`config.mk`:
```
export PLATFORM = sky130hd
export DESIGN_NAME = pipeline_dest_tracker
export DESIGN_NICKNAME = d
export VERILOG_FILES = /design/src/rtl/pipeline_dest_tracker.sv
export SDC_FILE = /design/constraint.sdc
export NUM_CORES = 1
export LEC_CHECK = 0
export ABC_AREA = 0
export CORE_AREA = 2 2 84 70
export CTS_CLUSTER_SIZE = 10
export DETAILED_ROUTE_END_ITERATION = 6
export DIE_AREA = 0 0 86 72
export PLACE_DENSITY_LB_ADDON = 0.05
export SYNTH_ARGS = -nofsm -noshare
export SYNTH_HDL_FRONTEND = slang
export SYNTH_SLANG_ARGS = --single-unit
```
`constraint.sdc`:
```
create_clock -name clk -period 2.6 [get_ports clk]
set_clock_uncertainty 0.05 [all_clocks]
set_input_delay 0.39 -clock clk [delete_from_list [all_inputs] [get_ports clk]]
set_output_delay 0.39 -clock clk [all_outputs]
set_load 0.01 [all_outputs]
```
`src/rtl/pipeline_dest_tracker.sv`:
```
// Carries destination tag, register-file write enable and load flag through EX/MEM/WB.
// Also provides freeze/flush handling and saturating stall/bubble statistics.
module pipeline_dest_tracker #(
  parameter int REG_W = 5,
  parameter int CNT_W = 16
) (
  input  logic             clk,
  input  logic             reset,
  input  logic             id_valid,
  input  logic [REG_W-1:0] id_destination,
  input  logic             id_rf_enable,
  input  logic             id_load_instruction,
  input  logic             load_enable,
  input  logic             nop_signal,
  input  logic             flush,
  input  logic             mem_ready,
  output logic [REG_W-1:0] ex_destination,
  output logic [REG_W-1:0] mem_destination,
  output logic [REG_W-1:0] wb_destination,
  output logic             ex_rf_enable,
  output logic             mem_rf_enable,
  output logic             wb_rf_enable,
  output logic             ex_load_instruction,
  output logic             mem_load_instruction,
  output logic             id_hold,
  output logic             frozen,
  output logic [CNT_W-1:0] load_stall_count,
  output logic [CNT_W-1:0] bubble_count
);

  localparam logic [0:0] ST_RUN    = 1'b0;
  localparam logic [0:0] ST_FREEZE = 1'b1;

  logic [0:0]       state_reg, state_next;
  logic             pending_flush_reg;
  logic [REG_W-1:0] ex_dest_reg, mem_dest_reg, wb_dest_reg;
  logic             ex_rf_reg, mem_rf_reg, wb_rf_reg;
  logic             ex_ld_reg, mem_ld_reg;
  logic             advance, bubble;
  logic [REG_W-1:0] ex_dest_next;
  logic             ex_rf_next, ex_ld_next;

  // Advancing depends only on the live mem_ready, never on the registered state.
  assign advance = mem_ready;
  assign bubble  = nop_signal | flush | pending_flush_reg | ~id_valid | ~load_enable;

  // rf_enable is masked at EX entry so a zero tag never carries a write enable downstream.
  assign ex_dest_next = bubble ? '0 : id_destination;
  assign ex_rf_next   = ~bubble & id_rf_enable & (id_destination != '0);
  assign ex_ld_next   = ~bubble & id_load_instruction;

  assign state_next = advance ? ST_RUN : ST_FREEZE;

  always_ff @(posedge clk) begin
    if (reset) begin
      state_reg         <= ST_RUN;
      pending_flush_reg <= 1'b0;
      ex_dest_reg       <= '0;
      mem_dest_reg      <= '0;
      wb_dest_reg       <= '0;
      ex_rf_reg         <= 1'b0;
      mem_rf_reg        <= 1'b0;
      wb_rf_reg         <= 1'b0;
      ex_ld_reg         <= 1'b0;
      mem_ld_reg        <= 1'b0;
    end else begin
      state_reg <= state_next;
      if (advance) begin
        pending_flush_reg <= 1'b0;
        wb_dest_reg       <= mem_dest_reg;
        wb_rf_reg         <= mem_rf_reg;
        mem_dest_reg      <= ex_dest_reg;
        mem_rf_reg        <= ex_rf_reg;
        mem_ld_reg        <= ex_ld_reg;
        ex_dest_reg       <= ex_dest_next;
        ex_rf_reg         <= ex_rf_next;
        ex_ld_reg         <= ex_ld_next;
      end else if (flush) begin
        pending_flush_reg <= 1'b1;
      end
    end
  end

  // Index 0: load-use stall cycles, index 1: bubbles displacing a real instruction.
  logic [1:0]       cnt_inc;
  logic [CNT_W-1:0] cnt_reg [2];

  assign cnt_inc[0] = advance & ~load_enable;
  assign cnt_inc[1] = advance & bubble & id_valid;

  generate
    for (genvar gi = 0; gi < 2; gi++) begin : g_cnt
      always_ff @(posedge clk) begin
        if (reset) begin
          cnt_reg[gi] <= '0;
        end else if (cnt_inc[gi] && (cnt_reg[gi] != '1)) begin
          cnt_reg[gi] <= cnt_reg[gi] + CNT_W'(1);
        end
      end
    end
  endgenerate

  assign ex_destination       = ex_dest_reg;
  assign mem_destination      = mem_dest_reg;
  assign wb_destination       = wb_dest_reg;
  assign ex_rf_enable         = ex_rf_reg;
  assign mem_rf_enable        = mem_rf_reg;
  assign wb_rf_enable         = wb_rf_reg;
  assign ex_load_instruction  = ex_ld_reg;
  assign mem_load_instruction = mem_ld_reg;
  assign id_hold              = ~load_enable | ~mem_ready;
  assign frozen               = (state_reg == ST_FREEZE);
  assign load_stall_count     = cnt_reg[0];
  assign bubble_count         = cnt_reg[1];

endmodule
```
==> reports/metrics.cfg <==
[drt]
drtIter0Drc=76
vias=1882
ant_nets=0
wl_mm=5.057
wire_per_inst_um=13.85
dr.pass1.iters=4
drc=0
vias_per_cell=5.156

[synth]
synth_top_family_by_area=simple AND/OR/NAND/NOR gates
synth_top_flop_cell=edfxtp_1
synth_seq_cells=54
synthArstFlopShare=0
synth-xor-area-share=0.09849
synthSimpleGateAreaFrac=0.2050
syn-instance-count=226
ys_types=34
synth_compound_area_frac=0.04523
synth_warnings=0
synth.area.mux_share=0.05226
synth_area_leaders=edfxtp_1 39%, dfxtp_1 18%, nor2_1 8.1%, xnor2_1 7.7%, mux2i_1 5.2%
synth_top_area_cell=edfxtp_1
syn-mean-instance-area_sq_um=11.02
netlist_area_sq_um=2490
syn-num-nets=242
ys_seq_area_frac=0.5628
synth_top_area_share=0.3859
synth_adder_area_share=0.01005
synth_edf_count=32

[sta]
worstMarginPinSlew_ns=0.7127
slew_headroom=0.5249
rsz0062_at_grt=no
hold_slack_ns=0.4207
finalHoldViolations=0
fin_crit_ns=2.258
slew_viol_final=0
fmax_ghz=0.4429
finalSetupViolations=0
fin_crit_sh=0.8684
tns_ns=0

[setup_path]
r2r-start=cnt_reg[1][0]
r2r-end=cnt_reg[1][8]
required_ns=2.52
max_stage_delay_ns=0.50
slowest_stage=a41o_1
cp-endpoint=cnt_reg[1][8]
cp.arrival_ns=2.18
r2r_slack_ns=0.34
cp.depth=5
path_cells=ha_1 -> nand3_1 -> nor4_2 -> nand3_1 -> a41o_1
path_class=register to register
critPathMostFrequentCell=nand3_1
critPathMaxFanout=16
ff2ff_path_depth=5
cp-end-kind=register
cpLargestDelayFamily=simple AND/OR/NAND/NOR gates
setup.worst_path.start_class=register
crit_buf_inv=0
startpoint=cnt_reg[1][0]

[floorplan]
io_pins=68
floorplan.initialDensity=0.4685
die_w_um=86
core_area_sq_um=5315
fp.dieH_um=72
dieArea_sq_um=6192
num_rows=24

[clock_network]
cts_num_sinks=54
clock_latency_ns=0.31
clk_pin_slew_ns=0.10
postCtsHoldBufs=0
ctsResizeCount=0
post_cts_buffers=0
cts_max_level=2
cts_tree=done
cts_buffers=5
root_buffer=clkbuf_8
clockBufferDepth=2

[cells_and_area]
utilization=0.6264
n_antenna_cell=0
drive_above_1_share=0.06667
fillers=453
area_growth_pct=33.72
largest_register_ffs=32
final_cell_mix=67 x clkdlybuf4s50_1, 54 x nor2_1, 32 x edfxtp_1, 22 x xnor2_1, 22 x dfxtp_1
nets=315
multiInputGateArea_sq_um=1023
stdcell_count=365
seq_area_sq_um=1401
layout_commonest_cell=clkdlybuf4s50_1

[worst_hold_path]
hold_path_depth=1
min_path_type=register to register

[global_routing]
grt_pass1_vias=1753
grt_util_met2=0.2446
grt.busiest_layer=met2
gr-usage-all-layers=0.1691
antenna_found_initial=0
grt_use_met1=0.2384
grt_pass1_wl_mm=8.349
overflow=0
grt.met3_usage=0.05916
grt_max_degree=18

[place]
gp_congestion=0.7438
place_inst=357
hpwlAfterDp_mm=3.632
io_buffers=67

[pwr]
power_density_nw_per_um2=495.5
peakVddDrop_uv=270.5
leakage_nw=1.148
power_mw=1.650

[run]
max-cap-violations=0

[run_status]
outcome=complete, no violations

[area by class of cell]
cell class,count,area share
flip-flops and latches,54,0.4209
multi-input cells,159,0.3074
repair buffers,72,0.2127
well taps,65,0.02443
clock buffers,5,0.02067
inverters,7,0.007892
clock inverters,3,0.006013
[routing by layer]
metal  vias to the layer above  part of all wire
li1                        942                 -
met1                       880              0.48
met2                        55              0.44
met3                         5             0.077
met4                         0            0.0099
met5                         -                 0
[through the flow]
stage               setup slack [ns]  cell area [sq um]
finish                        0.3420               3329
global route                  0.1385               3329
detailed placement            0.2559               3241
floorplan                     0.3019               2490
global placement              0.2913               3241
CTS                           0.3025               3329
[report_power, final]
group	switching (mW)	internal, mW	total, mW
clock	0.279	0.191	0.470
sequential	0.0444	0.942	0.987
combinational	0.0853	0.108	0.193
[cell families (layout without fill, tap and decap cells)]
group                      after synthesis  after routing
DFF                                     54             54
buffers and inverters                   13             87
muxes                                   13             13
and+or+nand+nor                        104            104
xor gates and xnor gates                28             28
AOI/OAI and AO/OA                       12             12
adders and majority gates                2              2
[Yosys cell counts (all sizes together) (6+ instances only)]
master / instances
xnor2: 22
nand3: 12
mux2i: 13
nand4: 8
a22o: 6
dfxtp: 22
nand2: 8
nor3: 8
edfxtp: 32
nor2: 54
inv: 7
xor2: 6
nor4: 7
[worst min-delay path by stage]
stage	from	endpoint	slack (ns)
3_3_place_gp	pending_flush_reg	pending_flush_reg	0.40
2_1_floorplan	pending_flush_reg	pending_flush_reg	0.38
5_1_grt	pending_flush_reg	pending_flush_reg	0.46
3_5_place_dp	pending_flush_reg	pending_flush_reg	0.40
4_1_cts	pending_flush_reg	pending_flush_reg	0.43
6_report	pending_flush_reg	pending_flush_reg	0.42
Note: power is estimated with default switching activity, not from simulation.
